### config.mk
export PLATFORM = sky130hd
export DESIGN_NAME = stop_it_controller
export DESIGN_NICKNAME = d
export VERILOG_FILES = /design/src/rtl/stop_it_controller.sv
export SDC_FILE = /design/constraint.sdc
export NUM_CORES = 1
export LEC_CHECK = 0
export ABC_AREA = 1
export BUFFER_PORTS_ARGS = -buffer_cell sky130_fd_sc_hd__clkbuf_2
export CAP_MARGIN = 25
export CORE_MARGIN = 1
export CORE_UTILIZATION = 35
export DETAILED_ROUTE_END_ITERATION = 12
export PLACE_DENSITY = 0.67
export REMOVE_ABC_BUFFERS = 1
export SLEW_MARGIN = 20
export SYNTH_ARGS = -nofsm -noshare
export SYNTH_HDL_FRONTEND = slang
export SYNTH_SLANG_ARGS = --single-unit
export TNS_END_PERCENT = 10
### constraint.sdc
create_clock -name clk_4_i -period 2.6 [get_ports clk_4_i]
set_clock_uncertainty 0.1 [all_clocks]
set_input_delay 0.52 -clock clk_4_i [delete_from_list [all_inputs] [get_ports clk_4_i]]
set_output_delay 0.52 -clock clk_4_i [all_outputs]
set_load 0.01 [all_outputs]
### src/rtl/stop_it_controller.sv
// Stop-It game FSM: target latch, counter reload/enable, grading, score and flash/won indication.
// Optional macro STOP_IT_TIMEOUT_EN: a round ends as WRONG when the counter reaches 0 with no press.
module stop_it_controller #(
    parameter int START_CYCLES  = 8,
    parameter int RESULT_CYCLES = 16,
    parameter int WIN_SCORE     = 15
) (
    input  logic       clk_4_i,
    input  logic       rst_ni,
    input  logic       go_i,
    input  logic [4:0] rand_i,
    input  logic [4:0] count_i,
    output logic       game_en_o,
    output logic       game_rst_no,
    output logic [4:0] target_o,
    output logic [3:0] score_o,
    output logic       flash_o,
    output logic       won_o
);

    typedef enum logic [2:0] {
        S_WAIT_TO_START,
        S_STARTING,
        S_DECREMENTING,
        S_CORRECT,
        S_WRONG,
        S_WON
    } state_t;

    localparam logic [4:0] START_LAST  = 5'(START_CYCLES - 1);
    localparam logic [4:0] RESULT_LAST = 5'(RESULT_CYCLES - 1);
    localparam logic [3:0] WIN_VALUE   = 4'(WIN_SCORE);

    state_t     state_q, state_d;
    logic [4:0] target_q, target_d;
    logic [3:0] score_q, score_d;
    logic [4:0] timer_q;
    logic       timeout;

    function automatic logic [3:0] sat_inc(input logic [3:0] v);
        return (v == 4'hF) ? v : v + 4'd1;
    endfunction

    always_ff @(posedge clk_4_i or negedge rst_ni) begin
        if (!rst_ni) begin
            state_q  <= S_WAIT_TO_START;
            target_q <= 5'd0;
            score_q  <= 4'd0;
            timer_q  <= 5'd0;
        end else begin
            state_q  <= state_d;
            target_q <= target_d;
            score_q  <= score_d;
            timer_q  <= (state_d != state_q) ? 5'd0 : timer_q + 5'd1;
        end
    end

    always_comb begin
        state_d     = state_q;
        target_d    = target_q;
        score_d     = score_q;
        game_en_o   = 1'b0;
        game_rst_no = 1'b1;
        flash_o     = 1'b0;
        won_o       = 1'b0;
`ifdef STOP_IT_TIMEOUT_EN
        timeout     = (count_i == 5'd0);
`else
        timeout     = 1'b0;
`endif

        case (state_q)
            S_WAIT_TO_START: begin
                game_rst_no = 1'b0;
                if (go_i) begin
                    state_d  = S_STARTING;
                    target_d = rand_i;
                end
            end
            S_STARTING: begin
                game_rst_no = 1'b0;
                if (timer_q == START_LAST) state_d = S_DECREMENTING;
            end
            S_DECREMENTING: begin
                // Holding the enable low on the press edge keeps the graded value on display.
                game_en_o = ~go_i & ~timeout;
                if (go_i) begin
                    if (count_i == target_q) begin
                        state_d = S_CORRECT;
                        score_d = sat_inc(score_q);
                    end else begin
                        state_d = S_WRONG;
                    end
                end else if (timeout) begin
                    state_d = S_WRONG;
                end
            end
            S_CORRECT: begin
                flash_o = ~timer_q[0];
                if (timer_q == RESULT_LAST) begin
                    if (score_q == WIN_VALUE) begin
                        state_d = S_WON;
                    end else begin
                        state_d  = S_STARTING;
                        target_d = rand_i;
                    end
                end
            end
            S_WRONG: begin
                if (timer_q == RESULT_LAST) state_d = S_WAIT_TO_START;
            end
            S_WON: begin
                flash_o = 1'b1;
                won_o   = 1'b1;
                if (go_i) begin
                    state_d = S_WAIT_TO_START;
                    score_d = 4'd0;
                end
            end
            default: state_d = S_WAIT_TO_START;
        endcase
    end

    assign target_o = target_q;
    assign score_o  = score_q;

endmodule
==> summary.txt, run 1 <==
Floorplan
  – DIE WIDTH: 55.9 um
  – Row count: 19
  – Ports: 26
  – Total core area: 2760 um2
  – DIE AREA: 3120 um2
  – Die Height: 55.9 um
  – Initial core utilization: 36.8%

Final layout
  – Antenna Cells: 0
  – Most frequent cells in the layout: 35 x nand2_1, 25 x clkbuf_2, 23 x inv_1
  – Area delta synth->final: 18.7%
  – Share of post-route cells with drive strength above 1: 21.5%
  – Most common cell after layout, fill and taps aside: nand2_1
  – Fill cells: 307
  – Final Net Count: 180

Drt
  – Wire length per cell: 10.7 um
  – Router iterations before antenna repair: 7
  – Detailed Route WL: 2.08 mm
  – DRC: 0
  – Routed Antenna Nets: 0
  – Avg Vias per Cell: 4.96
  – Via count: 962
  – Iter 0 DRT Violations: 28

GRT
  – Initial antenna violation count: 0
  – Vias in the first global route: 949
  – Pin count of the biggest net entering global routing: 18
  – First-pass GRT wire length: 3.81 mm
  – Overall Global Routing Usage: 15.2%
  – GRT overflow: 0

Synthesis
  – Mapped Avg Cell Area: 7.58 um2
  – Seq cells post-synth: 17
  – Synth top area share: 41.9%
  – Cell area after synthesis: 1020 um2
  – Cell count after synthesis: 134
  – Netlist cell types: 19
  – Post-synthesis sequential area ratio: 41.9%
  – Synth warn: 0
  – Synth top area cells: dfrtp_1 42%, nand2_1 13%, inv_1 8.5%
  – Cell accounting for the most synthesized area: dfrtp_1

Job
  – Max cap viols: 0

Critical path
  – WP data required: 1.98 ns
  – Setup CP Type: reg -> out
  – Setup crit end kind: output pin
  – Crit path launch type: register
  – Arr. time, crit path: 1.55 ns
  – Critical-path maximum fanout: 5

Timing
  – Fmax: 461 MHz
  – Hold WS: 0.0434 ns
  – Fin. Hold Viols: 0
  – RSZ-0062 raised after global routing: false
  – Final min period: 2.17 ns
  – Final setup fails: 0
  – Worst-Margin Slew: 0.426 ns
  – Setup TNS: 0 ns
  – Final period utilization: 83.5%
  – Slew Viols, Final: 0
  – Max-Slew Margin vs Limit: 71.6%

Clocking
  – CTS Buf Count: 3
  – Cts hold-fix bufs: 0
  – Clock slew at reported path FFs: 0.09 ns
  – Post-cts resize count: 0
  – Worst-Skew Late Latency: 0.29 ns
  – Clk sink count: 17
  – Htree depth: 1
  – CTS Buffer Depth: 2
  – CTS root buf: clkbuf_4
  – Post-CTS setup repair buffer count: 0
  – CTS tree: done

Run status
  – Status: finished, final reports clean

Power
  – Leakage power figure: 0.649 nW
  – Power Density: 834 nW/um2
  – VDD IR max: 0.568 mV

Hold path
  – Worst min-delay path class: in -> async

Placement
  – Post-DP HPWL: 1.64 mm
  – Number of buffers added on ports: 25
  – Final GP Congestion: 0.856
[layer usage]
metal | share of wire (%) | vias to the layer above | GRT usage, % | wire, um
li1 | - | 486 | - | -
met2 | 49 | 23 | 26.3 | 1010
met3 | 5.1 | 2 | 4.88 | 106
met1 | 45 | 451 | 18.6 | 945
met5 | 0 | - | 0 | 0
met4 | 0.63 | 0 | 3.14 | 13
[registers in the layout (all words and copies together) (netlist names)]
register  cells
state_q       3
target_o      5
timer_q       5
score_o       4
[layout make-up]
class                      count  area, um2  area share [%]
clock buffer                   4       26.3            2.18
inverter                      25       93.8            7.78
multi-input combinational     92        497            41.2
sequential                    17        425            35.3
tap                           31       38.8            3.22
timing repair buffer          25        125            10.4
[cell usage after synthesis (all sizes together)]
cell type / n
dfrtp: 17
a21oi: 1
nor2: 17
o21ai: 7
nand2: 36
nand4: 5
or2: 1
nor3: 2
a221oi: 1
ha: 3
xnor2: 2
o32ai: 1
xor2: 3
nand3: 13
inv: 25
[through the flow]
stage	setup slack (ns)	instance area, um2	utilization [%]	power (mW)	std cells
6_report	0.430	1210	43.7	1.01	194
5_1_grt	0.270	1210	43.7	1.11	194
4_1_cts	0.416	1210	43.7	1.02	194
3_5_place_dp	0.625	1180	42.8	0.873	190
3_3_place_gp	0.737	1180	42.8	0.864	190
2_1_floorplan	0.836	1020	-	0.733	134
[worst paths after layout]
path	startpoint	to	slack [ns]	cells after the start
max	state_q[0]	flash_o	0.43	5
min	rst_ni	target_o[0]	0.04	1
max reg2reg	timer_q[0]	timer_q[3]	0.59	12
min reg2reg	timer_q[0]	timer_q[0]	0.40	1
max in group asynchronous	rst_ni	state_q[1]	2.06	1
min in group clk_4_i	rand_i[3]	target_o[3]	0.33	3
[where the power goes]
| part | switching [mW] | internal [mW] | total, mW |
|---|---|---|---|
| clock | 0.0812 | 0.0597 | 0.141 |
| combinational | 0.255 | 0.171 | 0.426 |
| sequential | 0.0856 | 0.352 | 0.438 |
| total | 0.422 | 0.583 | 1.01 |
[cells by family after synthesis]
| family | Yosys count | share of synthesized area [%] |
|---|---|---|
| XOR/XNOR | 5 | 4.31 |
| AND/OR/NAND/NOR | 74 | 33.4 |
| buffers and inverters | 25 | 9.24 |
| flip-flops | 17 | 41.9 |
| adder cells (fa/ha/maj) | 3 | 3.69 |
| AO/OA/AOI/OAI | 10 | 7.51 |
[worst max-delay path: stages, from the launching register on]
cell,delay [ns]
dfrtp_1,0.48
inv_2,0.10
nor3_4,0.25
inv_2,0.08
o21ai_0,0.19
clkbuf_2,0.17
No activity file was read; power rests on OpenSTA's default activity.
==> run 2: changes to the inputs <==
Settings changed: ABC_AREA 1 to 0, PLACE_DENSITY 0.67 to 0.66.
Clock period 2.6 ns to 2.15 ns, I/O delays scaled along.
==> summary.txt, run 2 <==
GRT
  – Overall Global Routing Usage: 15.3% (+0.15 points)
  – GRT overflow: 0 (unchanged)
  – First-pass GRT wire length: 3.94 mm (+3.4%)
  – Initial antenna violation count: 0 (unchanged)
  – Vias in the first global route: 879 (-7.4%)
  – Pin count of the biggest net entering global routing: 18 (unchanged)

Synthesis
  – Mapped Avg Cell Area: 9.81 um2 (+29%)
  – Cell area after synthesis: 1090 um2 (+7.1%)
  – Synth top area cells: dfrtp_1 39%, mux2_2 6.2%, nor2_1 4.5%
  – Largest family of logic cells by synthesized area: simple AND/OR/NAND/NOR gates
  – Adder-cell share of the synthesized area: 3.45% (-0.25 points)
  – Compound-cell area share of the yosys netlist: 14.0% (+6.5 points)
  – Top-count cell post-synth: dfrtp_1
  – Synth top area share: 39.1% (-2.8 points)
  – Number of synthesized flops with an enable pin: 0 (unchanged)
  – Synth warn: 0 (unchanged)
  – Post-synthesis sequential area ratio: 39.1% (-2.8 points)
  – Mux cell area share after synthesis: 6.21% (+6.2 points)
  – Simple-Gate Fraction of Synth Area: 24.9% (-8.4 points)
  – Netlist cell types: 41 (+22)
  – Primary FF master, synth: dfrtp_1
  – XOR/XNOR Fraction of Synth Area: 8.51% (+4.2 points)
  – Most frequent cells after synthesis: 17 x dfrtp_1, 13 x nor2_1, 11 x nand2_1
  – Seq cells post-synth: 17 (unchanged)
  – Cell accounting for the most synthesized area: dfrtp_1
  – Ys async rst share: 100% (unchanged)
  – Cell count after synthesis: 111 (-17%)

Clocking
  – CTS Buffer Depth: 2 (unchanged)
  – Htree depth: 1 (unchanged)
  – CTS tree: done
  – Worst-Skew Late Latency: 0.31 ns (+0.02 ns)
  – CTS Buf Count: 3 (unchanged)
  – Clock slew at reported path FFs: 0.11 ns (+0.02 ns)
  – CTS root buf: clkbuf_4
  – Clk sink count: 17 (unchanged)

Drt
  – Met3 wire len: 131 um (+24%)
  – Router iterations before antenna repair: 8 (+1)
  – Avg Vias per Cell: 5.49 (+11%)
  – DRC: 2 (+2)
  – Routed Antenna Nets: 0 (unchanged)
  – Detailed Route WL: 2.35 mm (+13%)
  – Wire length per cell: 13.6 um (+27%)
  – Met1 Wirelength: 1.06 mm (+12%)
  – Iter 0 DRT Violations: 29 (+3.6%)
  – Detailed-routed wire length on met2: 1.14 mm (+12%)
  – Via count: 950 (-1.2%)
  – Top sig layer: met4

Critical path
  – Crit path to: game_en_o
  – CP Launch Point: state_q[1]
  – Critical-path maximum fanout: 13 (+8)
  – Crit path launch type: register
  – Arr. time, crit path: 1.51 ns (-0.04 ns)
  – CP Cell Sequence: nand2b_4 -> nand2b_1 -> nor2_1 -> clkbuf_2
  – Setup crit end kind: output pin
  – Cell count along the critical path: 4 (-1)
  – Crit path max-delay family: flip-flops
  – R2R cell count: 8 (-4)
  – Register-to-register setup slack: 0.15 ns (-0.44 ns)
  – WP data required: 1.62 ns (-0.36 ns)
  – Setup CP Type: reg -> out
  – Worst r2r src: timer_q[0]
  – Slowest CP cell: dfrtp_1
  – Worst path bufs/invs: 1 (-2)
  – Reg2Reg Capture Point: timer_q[2]
  – Largest stage delay, worst path: 0.62 ns (+0.14 ns)

Final layout
  – Most common cell after layout, fill and taps aside: clkbuf_2
  – Final Net Count: 159 (-12%)
  – Fin area: 1330 um2 (+10%)
  – Fill cells: 270 (-12%)
  – Area delta synth->final: 22.0%
  – Share of post-route cells with drive strength above 1: 39.4% (+18 points)
  – Most frequent cells in the layout: 25 x clkbuf_2, 17 x dfrtp_1, 13 x nor2_1
  – Antenna Cells: 0 (unchanged)

Power
  – Power Density: 1190 nW/um2 (+43%)
  – VDD IR max: 0.762 mV (+34%)
  – Leakage power figure: 0.583 nW (-10%)
  – Total Power: 1.58 mW (+58%)

Timing
  – Slew Viols, Final: 0 (unchanged)
  – Max-Slew Margin vs Limit: 71.3% (-0.33 points)
  – Fin. Hold Viols: 0 (unchanged)
  – RSZ-0062 raised after global routing: true
  – Final min period: 2.04 ns
  – Final period utilization: 95.1%
  – Final setup fails: 0 (unchanged)
  – Fmax: 489 MHz
  – Worst Slack Setup Final: 0.105 ns (-0.325 ns)
  – Worst-Margin Slew: 0.431 ns (+0.00500 ns)

Hold path
  – Worst min-delay path class: in -> reg
  – Hold Path Stages: 2

Floorplan
  – DIE AREA: 3340 um2 (+6.9%)
  – Ports: 26 (unchanged)
  – Die Height: 57.8 um (+3.4%)
  – Initial core utilization: 38.2% (+1.3 points)
  – Total core area: 2850 um2 (+3.4%)
  – Row count: 19 (unchanged)
  – DIE WIDTH: 57.8 um (+3.4%)

Placement
  – Setup slack at placement: 0.0394 ns (-0.586 ns)
  – Final GP Congestion: 0.801 (-6.4%)
  – Post-DP Area: 1250 um2 (+6.2%)
  – Number of buffers added on ports: 25 (unchanged)
  – Post-DP HPWL: 1.77 mm (+7.3%)

Run status
  – Failing checks: design-rule violations
  – Status: finished with violations

Job
  – Max cap viols: 0 (unchanged)
[run 2: cell families (layout without fill, tap and decap cells)]
family | Yosys count | in the layout
xor gates and xnor gates | 8 | 8
buffers and inverters | 9 | 40
DFF | 17 | 17
adders and majority gates | 3 | 3
and+or+nand+nor | 49 | 49
AOI/OAI and AO/OA | 19 | 19
muxes | 6 | 6
[run 2: layout make-up]
class,instances,area (um2),area share (%)
multi-input cells,85,642,48.4
flip-flops and latches,17,425,32.0
repair buffers,31,173,13.0
clock buffers,3,22.5,1.70
clock inverters,1,7.51,0.566
well taps,31,38.8,2.92
inverters,5,18.8,1.41
[run 2: how the worst min path moves through the flow]
stage	startpoint	end	slack, ns
after floorplan	rst_ni	score_o[0]	0.03
after global placement	rst_ni	score_o[3]	0.28
after detailed placement	rst_ni	score_o[3]	0.29
after CTS	rand_i[3]	target_o[3]	0.25
after global routing	rand_i[2]	target_o[2]	0.25
final	rand_i[3]	target_o[3]	0.25
[run 2: report_power, final]
| group | total, mW | internal [mW] | switching (mW) | leakage (nW) |
|---|---|---|---|---|
| Sequential | 0.626 | 0.451 | 0.175 | 0.202 |
| Clock | 0.189 | 0.0711 | 0.118 | 0.0139 |
| Combinational | 0.768 | 0.391 | 0.377 | 0.367 |
[run 2: repair_timing]
item	in CTS	in global routing
resized for setup	0	4
buffers inserted	0	2
hold buffers	1	0
setup endpoints to repair	0	6
endpoints found under the hold margin	17	0
[run 2: routing by layer]
metal | track usage, % | vias to the layer above
met1 | 19.7 | 458
met4 | 4.08 | 0
met3 | 4.02 | 2
met2 | 25.7 | 34
li1 | - | 456
met5 | 0 | -
[run 2: per-stage QoR]
| stage | hold WS, ns | util (%) | instances | setup TNS, ns |
|---|---|---|---|---|
| floorplan | 0.0344 | - | 107 | 0 |
| global placement | 0.284 | 43.9 | 166 | 0 |
| detailed placement | 0.288 | 43.9 | 166 | 0 |
| CTS | 0.247 | 45.3 | 171 | 0 |
| global route | 0.249 | 46.5 | 173 | -0.0443 |
| finish | 0.248 | 46.5 | 173 | 0 |
==> run 3: changes to the inputs <==
Settings changed: CORE_ASPECT_RATIO from default to 0.8.
==> summary.txt, run 3 (synthesized netlist as in run 2, its figures left out) <==
Run status
  – Status: finished, final reports clean

Timing
  – Fmax: 483 MHz (-1.2%)
  – Slew Viols, Final: 0 (unchanged)
  – Final period utilization: 96.3% (+1.2 points)
  – Fin. Hold Viols: 0 (unchanged)
  – Final min period: 2.07 ns (+0.0253 ns)
  – Final setup fails: 0 (unchanged)
  – Max-Slew Margin vs Limit: 67.1% (-4.1 points)
  – Worst-Margin Slew: 0.493 ns (+0.0621 ns)
  – Hold WS: 0.00876 ns (-0.240 ns)

Final layout
  – Area delta synth->final: 23.0%
  – Most common cell after layout, fill and taps aside: clkbuf_2
  – Register area: 425 um2 (unchanged)
  – Fill cells: 273 (+1.1%)
  – Fin area: 1340 um2 (+0.85%)
  – Final Net Count: 157 (-1.3%)
  – Share of post-route cells with drive strength above 1: 37.9% (-1.6 points)
  – Area of the multi-input gates: 647 um2 (+0.78%)
  – Antenna Cells: 0 (unchanged)
  – Most frequent cells in the layout: 25 x clkbuf_2, 17 x dfrtp_1, 13 x nor2_1

Critical path
  – WP data required: 2.22 ns (+0.60 ns)
  – Crit path launch type: register
  – Arr. time, crit path: 2.14 ns (+0.63 ns)
  – Setup CP Type: reg -> reg
  – Critical-path maximum fanout: 5 (-8)
  – Setup crit end kind: register

Clocking
  – Clk sink count: 17 (unchanged)
  – CTS tree: done
  – Htree depth: 1 (unchanged)
  – Worst-Skew Late Latency: 0.25 ns (-0.06 ns)
  – CTS root buf: clkbuf_8
  – CTS Buffer Depth: 2 (unchanged)
  – CTS Buf Count: 3 (unchanged)
  – Clock slew at reported path FFs: 0.07 ns (-0.04 ns)

Floorplan
  – Die Height: 51.9 um (-10%)
  – DIE WIDTH: 64.4 um (+11%)
  – Ports: 26 (unchanged)
  – Row count: 17 (-2)
  – Initial core utilization: 38.2% (about the same)
  – DIE AREA: 3340 um2 (about the same)
  – Total core area: 2850 um2 (about the same)

GRT
  – Vias in the first global route: 847 (-3.6%)
  – Initial antenna violation count: 0 (unchanged)
  – GRT overflow: 0 (unchanged)
  – Pin count of the biggest net entering global routing: 18 (unchanged)
  – Overall Global Routing Usage: 15.2% (-0.10 points)
  – First-pass GRT wire length: 3.88 mm (-1.6%)

Drt
  – Via count: 923 (-2.8%)
  – DRC: 0 (-2)
  – Iter 0 DRT Violations: 18 (-38%)
  – Detailed Route WL: 2.39 mm (+1.7%)
  – Avg Vias per Cell: 5.19 (-5.6%)
  – Router iterations before antenna repair: 4 (-4)
  – Routed Antenna Nets: 0 (unchanged)
  – Wire length per cell: 13.4 um (-1.2%)

Power
  – Leakage power figure: 0.585 nW (+0.39%)
  – Total Power: 1.66 mW (+4.6%)
  – Power Density: 1240 nW/um2 (+3.7%)
  – VDD IR max: 0.494 mV (-35%)

Placement
  – Number of buffers added on ports: 25 (unchanged)
  – Final GP Congestion: 0.915 (+14%)
  – Post-DP Area: 1250 um2 (-0.50%)
  – Post-DP HPWL: 1.69 mm (-4.1%)

Job
  – Max cap viols: 0 (unchanged)

Hold path
  – Worst min-delay path class: in -> async
==> run 3: area by class of cell <==
| class | instances | area share [%] |
|---|---|---|
| multi-input combinational | 85 | 48.3 |
| timing repair buffer | 29 | 11.6 |
| tap | 38 | 3.55 |
| sequential | 17 | 31.8 |
| clock buffer | 4 | 3.36 |
| inverter | 5 | 1.40 |
==> run 3: path summary, 6_finish.rpt <==
kind,startpoint,cells after the start,slack [ns],endpoint
min in group clk_4_i,rand_i[1],2,0.31,target_o[1]
setup / recovery,timer_q[1],8,0.08,timer_q[4]
setup reg to reg,timer_q[1],8,0.08,timer_q[4]
hold reg to reg,target_o[3],1,0.46,target_o[3]
max in group asynchronous,rst_ni,1,1.63,target_o[1]
hold / removal,rst_ni,1,0.009,timer_q[1]
==> run 3: power by group <==
group / internal [mW] / leakage [nW] / total (mW) / switching (mW)
sequential: 0.452 / 0.202 / 0.648 / 0.196
combinational: 0.402 / 0.361 / 0.768 / 0.366
clock: 0.131 / 0.0228 / 0.241 / 0.110
==> run 3: worst max-delay path: stages (launching register included) <==
cell and delay (ns):
dfrtp_1 0.42, ha_4 0.19, and3_1 0.17, ha_4 0.18, mux2_2 0.28, o21a_1 0.18, o41ai_2 0.05, nand4_1 0.26
nor2_1 0.16
==> run 3: metrics by stage <==
stage | cells | setup TNS [ns] | util [%] | setup WS (ns)
after floorplan | 107 | 0 | - | 0.196
after global placement | 171 | 0 | 43.7 | 0.0942
after detailed placement | 171 | 0 | 43.7 | 0.00383
after CTS | 175 | 0 | 45.4 | 0.0258
after global routing | 178 | -0.0702 | 47.0 | -0.0299
final | 178 | 0 | 47.0 | 0.0801
==> run 3: what timing repair did <==
action,in CTS,in global routing
endpoints found under the setup margin,5,6
hold buffers,0,0
setup buffers,0,3
pin swaps,3,3
gates resized for setup,1,3
==> run 3: layer usage <==
metal  track usage, %  vias up  part of all wire (%)
met3             2.85        4                   2.1
met5                0        -                     0
met1             20.2      455                    48
li1                 -      452                     -
met2             24.4       12                    49
met4             6.67        0                   1.0
